===== src/rtl/enemy_missile_arbiter_if.sv =====
// Bundle between the enemy/boss motion blocks, the missile slot blocks and the missile arbiter.
// The master side drives requests and releases; the slave side (the arbiter) returns spawns.
interface enemy_missile_arbiter_if #(
  parameter int NUM_REQ   = 4,
  parameter int REQ_W     = 2,
  parameter int NUM_SLOTS = 4,
  parameter int SLOT_W    = 2
);
  logic [5:0]            level;
  logic [NUM_REQ-1:0]    req;
  logic [NUM_REQ*10-1:0] req_x;
  logic [NUM_REQ*10-1:0] req_y;
  logic [NUM_SLOTS-1:0]  slot_free;
  logic                  spawn_valid;
  logic [SLOT_W-1:0]     spawn_slot;
  logic [REQ_W-1:0]      spawn_src;
  logic [9:0]            spawn_x;
  logic [9:0]            spawn_y;
  logic [NUM_SLOTS-1:0]  slot_busy;

  modport master (
    output level, req, req_x, req_y, slot_free,
    input  spawn_valid, spawn_slot, spawn_src, spawn_x, spawn_y, slot_busy
  );

  modport slave (
    input  level, req, req_x, req_y, slot_free,
    output spawn_valid, spawn_slot, spawn_src, spawn_x, spawn_y, slot_busy
  );
endinterface


===== src/rtl/enemy_missile_arbiter.sv =====
// Round-robin arbiter handing out a fixed pool of enemy-missile slots, one spawn per frame,
// with a per-requester cooldown and gating by the one-hot game level.
module enemy_missile_arbiter #(
  parameter int         NUM_REQ   = 4,
  parameter int         REQ_W     = 2,
  parameter int         NUM_SLOTS = 4,
  parameter int         SLOT_W    = 2,
  parameter int         COOLDOWN  = 30,
  parameter logic [5:0] FIRE_LVL  = 6'b111110
) (
  input  logic                   frame_clk,
  input  logic                   Reset_n,
  enemy_missile_arbiter_if.slave bus
);

  typedef enum logic {IDLE, RUN} state_e;

  state_e state_q, state_d;
  logic   startScreen, fireOk, grantEn, grant;

  logic [NUM_REQ-1:0][7:0] cool_q, cool_d;
  logic [REQ_W-1:0]        ptr_q, ptr_d;
  logic [NUM_SLOTS-1:0]    slot_busy_q, slot_busy_d;
  logic                    spawn_valid_q;
  logic [SLOT_W-1:0]       spawn_slot_q;
  logic [REQ_W-1:0]        spawn_src_q;
  logic [9:0]              spawn_x_q, spawn_y_q;

  logic [NUM_REQ-1:0] eligible;
  logic               winnerFound, slotFound;
  logic [REQ_W-1:0]   winner, cand;
  logic [REQ_W:0]     candSum;
  logic [SLOT_W-1:0]  freeSlot;
  logic [9:0]         winX, winY;

  assign startScreen = (bus.level == 6'b000001);
  assign fireOk      = (|(bus.level & FIRE_LVL)) && !startScreen;

  always_ff @(posedge frame_clk or negedge Reset_n) begin
    if (!Reset_n) state_q <= IDLE;
    else          state_q <= state_d;
  end

  always_comb begin
    state_d = state_q;
    case (state_q)
      IDLE:    if (fireOk)  state_d = RUN;
      RUN:     if (!fireOk) state_d = IDLE;
      default: state_d = IDLE;
    endcase
  end

  // The start-screen clear outranks everything, so it also blocks a grant on that edge.
  always_comb begin
    grantEn = (state_q == RUN) && !startScreen;
  end

  always_comb begin
    for (int i = 0; i < NUM_REQ; i++) eligible[i] = bus.req[i] && (cool_q[i] == 8'd0);
  end

  always_comb begin
    winnerFound = 1'b0;
    winner      = '0;
    candSum     = '0;
    cand        = '0;
    for (int off = 0; off < NUM_REQ; off++) begin
      candSum = {1'b0, ptr_q} + (REQ_W+1)'(off);
      if (candSum >= (REQ_W+1)'(NUM_REQ)) candSum = candSum - (REQ_W+1)'(NUM_REQ);
      cand = candSum[REQ_W-1:0];
      if (!winnerFound && eligible[cand]) begin
        winnerFound = 1'b1;
        winner      = cand;
      end
    end
  end

  always_comb begin
    winX = '0;
    winY = '0;
    for (int i = 0; i < NUM_REQ; i++) begin
      if (winner == REQ_W'(i)) begin
        winX = bus.req_x[10*i +: 10];
        winY = bus.req_y[10*i +: 10];
      end
    end
  end

  // Slot choice looks only at the registered busy mask, so a slot freed this edge waits one frame.
  always_comb begin
    slotFound = 1'b0;
    freeSlot  = '0;
    for (int k = NUM_SLOTS-1; k >= 0; k--) begin
      if (!slot_busy_q[k]) begin
        slotFound = 1'b1;
        freeSlot  = SLOT_W'(k);
      end
    end
  end

  assign grant = grantEn && winnerFound && slotFound;

  always_comb begin
    slot_busy_d = slot_busy_q & ~bus.slot_free;
    cool_d      = '0;
    ptr_d       = ptr_q;
    for (int i = 0; i < NUM_REQ; i++) begin
      cool_d[i] = (cool_q[i] != 8'd0) ? cool_q[i] - 8'd1 : 8'd0;
    end
    if (grant) begin
      slot_busy_d[freeSlot] = 1'b1;
      cool_d[winner]        = 8'(COOLDOWN);
      ptr_d                 = (winner == REQ_W'(NUM_REQ-1)) ? '0 : winner + REQ_W'(1);
    end
  end

  always_ff @(posedge frame_clk or negedge Reset_n) begin
    if (!Reset_n) begin
      slot_busy_q   <= '0;
      cool_q        <= '0;
      ptr_q         <= '0;
      spawn_valid_q <= 1'b0;
      spawn_slot_q  <= '0;
      spawn_src_q   <= '0;
      spawn_x_q     <= '0;
      spawn_y_q     <= '0;
    end else if (startScreen) begin
      slot_busy_q   <= '0;
      cool_q        <= '0;
      ptr_q         <= '0;
      spawn_valid_q <= 1'b0;
    end else begin
      slot_busy_q   <= slot_busy_d;
      cool_q        <= cool_d;
      ptr_q         <= ptr_d;
      spawn_valid_q <= grant;
      if (grant) begin
        spawn_slot_q <= freeSlot;
        spawn_src_q  <= winner;
        spawn_x_q    <= winX;
        spawn_y_q    <= winY;
      end
    end
  end

  assign bus.spawn_valid = spawn_valid_q;
  assign bus.spawn_slot  = spawn_slot_q;
  assign bus.spawn_src   = spawn_src_q;
  assign bus.spawn_x     = spawn_x_q;
  assign bus.spawn_y     = spawn_y_q;
  assign bus.slot_busy   = slot_busy_q;

endmodule

===== src/flat_wrapper.sv =====
// flat-port wrapper written by rule: the top's interface ports become plain ports
module enemy_missile_arbiter_flat 
#(
  parameter int         NUM_REQ   = 4,
  parameter int         REQ_W     = 2,
  parameter int         NUM_SLOTS = 4,
  parameter int         SLOT_W    = 2,
  parameter int         COOLDOWN  = 30,
  parameter logic [5:0] FIRE_LVL  = 6'b111110
)
  (frame_clk, Reset_n, bus_level, bus_req, bus_req_x, bus_req_y, bus_slot_free, bus_spawn_valid, bus_spawn_slot, bus_spawn_src, bus_spawn_x, bus_spawn_y, bus_slot_busy);
  enemy_missile_arbiter_if #(.NUM_REQ(NUM_REQ), .REQ_W(REQ_W), .NUM_SLOTS(NUM_SLOTS), .SLOT_W(SLOT_W)) bus_i ();
  input  logic frame_clk;
  input  logic Reset_n;
  input wire logic [$bits(bus_i.level)-1:0] bus_level;
  input wire logic [$bits(bus_i.req)-1:0] bus_req;
  input wire logic [$bits(bus_i.req_x)-1:0] bus_req_x;
  input wire logic [$bits(bus_i.req_y)-1:0] bus_req_y;
  input wire logic [$bits(bus_i.slot_free)-1:0] bus_slot_free;
  output wire logic [$bits(bus_i.spawn_valid)-1:0] bus_spawn_valid;
  output wire logic [$bits(bus_i.spawn_slot)-1:0] bus_spawn_slot;
  output wire logic [$bits(bus_i.spawn_src)-1:0] bus_spawn_src;
  output wire logic [$bits(bus_i.spawn_x)-1:0] bus_spawn_x;
  output wire logic [$bits(bus_i.spawn_y)-1:0] bus_spawn_y;
  output wire logic [$bits(bus_i.slot_busy)-1:0] bus_slot_busy;
  assign bus_i.level = bus_level;
  assign bus_i.req = bus_req;
  assign bus_i.req_x = bus_req_x;
  assign bus_i.req_y = bus_req_y;
  assign bus_i.slot_free = bus_slot_free;
  assign bus_spawn_valid = bus_i.spawn_valid;
  assign bus_spawn_slot = bus_i.spawn_slot;
  assign bus_spawn_src = bus_i.spawn_src;
  assign bus_spawn_x = bus_i.spawn_x;
  assign bus_spawn_y = bus_i.spawn_y;
  assign bus_slot_busy = bus_i.slot_busy;
  enemy_missile_arbiter #(.NUM_REQ(NUM_REQ), .REQ_W(REQ_W), .NUM_SLOTS(NUM_SLOTS), .SLOT_W(SLOT_W), .COOLDOWN(COOLDOWN), .FIRE_LVL(FIRE_LVL)) u_core (.frame_clk(frame_clk), .Reset_n(Reset_n), .bus(bus_i));
endmodule

===== config.mk =====
export PLATFORM = sky130hd
export DESIGN_NAME = enemy_missile_arbiter_flat
export DESIGN_NICKNAME = d
export VERILOG_FILES = /design/src/rtl/enemy_missile_arbiter_if.sv /design/src/rtl/enemy_missile_arbiter.sv /design/src/flat_wrapper.sv
export SDC_FILE = /design/constraint.sdc
export NUM_CORES = 1
export LEC_CHECK = 0
export CORE_AREA = 4 4 99 101
export CTS_CLUSTER_DIAMETER = 50
export CTS_CLUSTER_SIZE = 25
export DETAILED_ROUTE_END_ITERATION = 16
export DIE_AREA = 0 0 103 105
export GPL_ROUTABILITY_DRIVEN = 0
export GPL_TIMING_DRIVEN = 0
export PLACE_DENSITY = 0.76
export SLEW_MARGIN = 20
export SYNTH_ARGS = -nofsm -noshare
export SYNTH_HDL_FRONTEND = slang
export SYNTH_SLANG_ARGS = --single-unit

===== constraint.sdc =====
create_clock -name frame_clk -period 2.79 [get_ports frame_clk]
set_input_delay 0.558 -clock frame_clk [delete_from_list [all_inputs] [get_ports frame_clk]]
set_output_delay 0.558 -clock frame_clk [all_outputs]
set_load 0.01 [all_outputs]

==> results.sh <==
export IMPL_cts_tree="done"
export IMPL_crit_start="bus_req[3]"
export IMPL_r2r_start="u_core.cool_q[16]"
export IMPL_mostFrequentLayoutCells="clkdlybuf4s50_1, dfrtp_1, nand2_1"
export IMPL_crit_slowest_cell="clkdlybuf4s50_1"
export IMPL_cp_required_ps=3010
export IMPL_reg2reg_to="u_core.bus.spawn_y[8]"
export IMPL_layout_commonest_cell="clkdlybuf4s50_1"
export IMPL_clock_latency_ps=340
export IMPL_timing_final_crit_share=0.9666
export IMPL_path_buf_inv=4
export IMPL_core_sq_mm=0.009021
export IMPL_clock_tree_buffer_depth=2
export IMPL_finalHoldViolations=0
export IMPL_fp_dieW_um=103
export IMPL_drive_above_1_share=0.1712
export IMPL_path_cells="clkdlybuf4s50_1, nor4bb_4, nand3_2, a21boi_0, nor3_2, buf_4, inv_2, ha_2, clkbuf_8, a221oi_2, nor3_1, a21oi_1, a21oi_1"
export IMPL_netlist_instances=401
export IMPL_grt_pass1_vias=3636
export IMPL_fin_skew_ps=9.389
export IMPL_synth_seq_area_share=0.4435
export IMPL_vias_per_cell=5.299
export IMPL_max_stage_delay_ps=470
export IMPL_ys_warn_count=0
export IMPL_fmax_mhz=370.8
export IMPL_synth_area_sq_mm=0.003611
export IMPL_track_usage=0.2024
export IMPL_antenna_found_initial=0
export IMPL_dr_first_iter_drc_count=143
export IMPL_cts_buffers=9
export IMPL_routedWlPerCell_um=16.21
export IMPL_drc=0
export IMPL_grt_max_degree=60
export IMPL_post_route_util=0.6198
export IMPL_fill_cells=742
export IMPL_vias=3529
export IMPL_io_pins=125
export IMPL_async_flop_share=1.000
export IMPL_multiInputGateArea_sq_mm=0.002061
export IMPL_drt_wl_total_mm=10.80
export IMPL_fin_area_sq_mm=0.005592
export IMPL_r2r_cells=13
export IMPL_peakVddDrop_v=0.0003403
export IMPL_synth_edf_count=0
export IMPL_crit_cells=13
export IMPL_dpl_instance_area_sq_mm=0.005021
export IMPL_cts_reportedPaths_clkPinSlew_ps=70
export IMPL_grt_first_pass_wirelength_mm=17.36
export IMPL_syn_nets=505
export IMPL_status="finished clean"
export IMPL_criticalPathCategory="in2reg"
export IMPL_start_kind="primary input"
export IMPL_yosysUniqueCellTypes=46
export IMPL_insertedDiodeCount=0
export IMPL_worstMarginPinSlew_ps=1118
export IMPL_synthFlopType="dfrtp_1"
export IMPL_ant_nets=0
export IMPL_critPathCapture="u_core.bus.spawn_y[9]"
export IMPL_die_h_um=105
export IMPL_power_density_mw_per_mm2=836.4
export IMPL_grt_remaining_overflow=0
export IMPL_htree_levels=3
export IMPL_finalCriticalPeriod_ps=2697
export IMPL_critPathArrivalTime_ps=2920
export IMPL_r2r_slack_ps=120
export IMPL_dieArea_sq_mm=0.01082
export IMPL_initial_core_util=0.4003
export IMPL_fin_nets=654
export IMPL_hp_class="in2async"
export IMPL_portBuffers=124
export IMPL_rows=35
export IMPL_drv_slew=0
export IMPL_first_pass_iters=4
export IMPL_clock_sinks=64
export IMPL_post_dp_hpwl_mm=8.060
export IMPL_area_growth_pct=54.85
export IMPL_timing_slew_headroom=0.2493
export IMPL_ys_ff_latch=64
export IMPL_crit_path_frequent_cell="a21oi_1"
export IMPL_drv_cap=0
export IMPL_p_leak_nw=2.225
export IMPL_root_buffer="clkbuf_8"
export IMPL_end_kind="flop"
export IMPL_regArea_sq_mm=0.001602
export IMPL_crit_family="buffers and inverters"
export IMPL_syn_avg_cell_area_sq_um=9.005
export IMPL_setup_viol=0
export IMPL_cp_max_fo=10
sequential cells by signal (all words and copies together) (netlist names):
register / flops
u_core.bus.spawn_y: 10
u_core.state_q: 1
u_core.bus.spawn_slot: 2
u_core.bus.spawn_valid: 1
u_core.bus.slot_busy: 4
u_core.bus.spawn_x: 10
u_core.cool_q: 32
u_core.bus.spawn_src: 2
u_core.ptr_q: 2
cell usage after synthesis (all sizes together), types with 3 or more instances:
cell | instances | area, sq um
xor2 | 9 | 78.83
xnor2 | 14 | 122.6
nor3 | 11 | 55.05
nor4 | 3 | 31.28
nand2 | 51 | 191.4
nor2 | 29 | 108.9
o21ai | 22 | 110.1
inv | 16 | 60.06
dfrtp | 64 | 1602
nor2b | 5 | 31.28
a21oi | 43 | 215.2
ha | 8 | 100.1
o211ai | 18 | 135.1
nor3b | 3 | 22.52
nand3 | 7 | 35.03
clkbuf | 15 | 60.06
nand2b | 4 | 25.02
a21o | 6 | 55.05
buf | 7 | 40.03
nand3b | 19 | 142.6
nand4 | 4 | 25.02
o21a | 19 | 142.6
worst min-delay path by stage:
stage                              endpoint        startpoint  cells after the start
global route          u_core.bus.spawn_y[1]           Reset_n                      1
floorplan           u_core.bus.slot_busy[0]           Reset_n                      0
finish                u_core.bus.spawn_y[1]           Reset_n                      1
CTS                   u_core.bus.spawn_y[1]           Reset_n                      1
detailed placement    u_core.bus.spawn_y[1]           Reset_n                      1
global placement           u_core.cool_q[0]  u_core.cool_q[0]                      1
cells by family after synthesis:
kind of cell / share of synthesized area
simple gates: 0.2096
fa+ha+maj: 0.02772
xor+xnor: 0.05579
compound gates: 0.2131
buf+inv: 0.04435
flops: 0.4435
mux: 0.005890
through the flow:
| stage | hold WS [ps] | TNS, ps | instances | total power, mW | setup slack [ps] |
|---|---|---|---|---|---|
| 6_report | 21.12 | 0 | 666 | 4.677 | 93.32 |
| 3_5_place_dp | 382.7 | -33490 | 637 | 3.598 | -842.3 |
| 4_1_cts | 8.022 | -5.880 | 655 | 4.516 | -4.806 |
| 2_1_floorplan | 262.4 | 0 | 401 | 2.773 | 102.8 |
| 5_1_grt | 6.420 | -440.6 | 666 | 4.983 | -69.28 |
| 3_3_place_gp | 439.9 | -82210 | 636 | 3.533 | -879.1 |
worst register-to-register path: cells and delay by family, from the launching register on:
family	cells	cell delay, ps
buf+inv	2	230
flops	1	410
compound gates	5	700
simple gates	4	940
fa+ha+maj	2	330
power breakdown:
group | internal [mW] | leakage, nW | total (mW) | switching [mW]
clock | 0.415 | 0.0887 | 0.784 | 0.369
combinational | 1.17 | 1.35 | 2.09 | 0.914
sequential | 1.37 | 0.781 | 1.80 | 0.439
total | 2.95 | 2.22 | 4.68 | 1.72
final cells by class:
cell class | instances | share of cell area
flip-flops and latches | 64 | 0.2864
multi-input cells | 299 | 0.3685
clock inverters | 6 | 0.01253
repair buffers | 140 | 0.2461
clock buffers | 10 | 0.02282
well taps | 111 | 0.02484
inverters | 16 | 0.01074
plain buffers | 20 | 0.02797
timing repair:
item,4_1_cts,5_1_grt
endpoints found under the setup margin,48,35
setup buffers,3,11
hold buffers,0,0
resized for setup,39,42
pin swaps,3,18
gates cloned,0,1
endpoints found under the hold margin,0,0
layer usage:
metal	wire length, um	part of all wire	global-route usage
met5	0	0	0
met4	216	0.020	0.07216
met3	743	0.069	0.06475
met2	5459	0.51	0.3295
met1	4379	0.41	0.2485
Note: power is estimated with default switching activity, not from simulation.
==> RTL edit, RTL diff (same settings) <==
`REQ_W` is set to 2 in 3 places; all go to 3.
--- a/src/rtl/enemy_missile_arbiter_if.sv
+++ b/src/rtl/enemy_missile_arbiter_if.sv
@@ -3,5 +3,5 @@
 interface enemy_missile_arbiter_if #(
   parameter int NUM_REQ   = 4,
-  parameter int REQ_W     = 2,
+  parameter int REQ_W     = 3,
   parameter int NUM_SLOTS = 4,
   parameter int SLOT_W    = 2
--- a/src/rtl/enemy_missile_arbiter.sv
+++ b/src/rtl/enemy_missile_arbiter.sv
@@ -3,5 +3,5 @@
 module enemy_missile_arbiter #(
   parameter int         NUM_REQ   = 4,
-  parameter int         REQ_W     = 2,
+  parameter int         REQ_W     = 3,
   parameter int         NUM_SLOTS = 4,
   parameter int         SLOT_W    = 2,
--- a/src/flat_wrapper.sv
+++ b/src/flat_wrapper.sv
@@ -3,5 +3,5 @@
 #(
   parameter int         NUM_REQ   = 4,
-  parameter int         REQ_W     = 2,
+  parameter int         REQ_W     = 3,
   parameter int         NUM_SLOTS = 4,
   parameter int         SLOT_W    = 2,
Interface: changed (resized bus_spawn_src); port bits go from 125 to 126. No check against the original RTL was run, so the function may have changed too.
==> RTL edit against the unedited design <==
- via count is 32% higher
- synthesized cell count is 19% higher
- wire length grew 35%
- sequential cell count increased by 2
- design area increased by 16%
- the run now ends with setup timing left
- setup slack lost 0.69 ns
- critical path type is now reg -> reg
- first-iteration DRC count increased to 2.8 times the old value
- total power up 7.5%
- largest cell class unchanged
- clock skew grew 0.0045 ns
- clock power rose by 4.5%
- area after synthesis grew 15%
==> RTL edit: results <==
[drt]
vias = 4646
routed_wl_um = 14600
viasPerCell = 6.11
first_iter_violations = 398
first_pass_iters = 6

[synthesis]
yosys-top-cells-area = "dfrtp_1 (40%), nand2_1 (4.6%), o2111ai_1 (4.4%)"
post_synth_most_frequent_cells = "dfrtp_1 (66), nand2_1 (51), a21oi_1 (35)"
synth_cell_types = 51
yosysSeqAreaShare_pct = 39.9
syn_nets = 581
ys_async_sr_fraction_pct = 100
synth_mux_area_share_pct = 2.36
synth-compound-area-share_pct = 22.4
synth_area_per_cell_um2 = 8.70
synth-xor-area-share_pct = 4.44
synthAdderAreaFrac_pct = 2.72

[global_routing]
grt_max_degree = 53
grt_use_total_pct = 26.2
grt_pass1_wl_um = 22500
grt_pass1_vias = 4473

[sta]
worst_slack_ns = -0.596
finalSetupViolCount = 47
holdWs_ns = 0.0574
slew_headroom_pct = 44.9
tns_ns = -17.61
clock_skew_ns = 0.0138

[placement]
hpwl_um = 9920
dp_cells = 713
place_ws_ns = -0.873
portBuffers = 125
placed_area_mm2 = 0.00571

[cts]
cts_root_buffer = "clkbuf_8"
h-tree-depth = 3
clock_latency_ns = 0.36

[cells_and_area]
drive_gt1_share_pct = 21.4
largest_reg_flops = 32
layout.nets = 749

[worst_setup_path]
critical_path_arrival_ns = 3.61
ff2ff_path_depth = 16
worst_path_max_delay_cell = "mux4_2"
r2r_end = "u_core.bus.spawn_x[1]"
reg2reg_from = "u_core.cool_q[9]"
crit_family = "compound AO/OA/AOI/OAI gates"
cp_slowest_stage_delay_ns = 0.57
crit_fanout = 9

[run_status]
status = "complete, but fails checks"
violations = "setup timing"

[pwr]
ir_drop_uv = 439
swShare_pct = 38.8
leakage_nw = 2.68
[RTL edit: cell types whose count changed in the layout (fill, tap and decap cells not counted), moves of 19 or more]
| cell | delta |
|---|---|
| o2111ai_1 | +19 |
| o21a_1 | -19 |
| o31ai_1 | +22 |
| o21ai_1 | +21 |
| and3_1 | +23 |
[RTL edit: power groups by stage]
stage	combinational (W)	clock (W)	sequential (W)
floorplan	0.00127	0	0.00173
detailed placement	0.00211	0	0.00173
CTS	0.00224	0.000829	0.00173
global route	0.00269	0.000878	0.00180
finish	0.00246	0.000819	0.00175
global placement	0.00204	0	0.00172
[RTL edit: area by class of cell]
cell class / instances / area [um2]
multi-input cells: 360 / 2580
fillers: 671 / 2540
flip-flops and latches: 66 / 1650
repair buffers: 156 / 1520
plain buffers: 32 / 322
well taps: 111 / 139
clock buffers: 9 / 124
inverters: 19 / 78.8
clock inverters: 7 / 75.1
[RTL edit: routing by layer]
layer | GRT usage (%) | up-vias | part of all wire, %
li1 | - | 2092 | -
met1 | 35.1 | 2234 | 39
met2 | 41.5 | 264 | 50
met3 | 4.01 | 56 | 7.2
met4 | 11.5 | 0 | 3.7
met5 | 0 | - | 0
[RTL edit: what timing repair did]
action                     4_1_cts  5_1_grt
hold buffers                     0        0
setup endpoints to repair       55       60
buffers inserted                12       16
gates cloned                     4        0
pin swaps                       17       12
gates resized for setup         41       48
hold endpoints to repair         0        0
[RTL edit: worst max path at each step]
stage / start / to / depth (start not counted)
floorplan: u_core.cool_q[8] / u_core.bus.spawn_y[9] / 17
global placement: Reset_n / u_core.cool_q[0] / 1
detailed placement: bus_req[1] / u_core.cool_q[23] / 11
CTS: u_core.cool_q[8] / u_core.bus.spawn_y[9] / 17
global route: u_core.cool_q[9] / u_core.bus.spawn_x[1] / 16
finish: u_core.cool_q[9] / u_core.bus.spawn_x[1] / 16
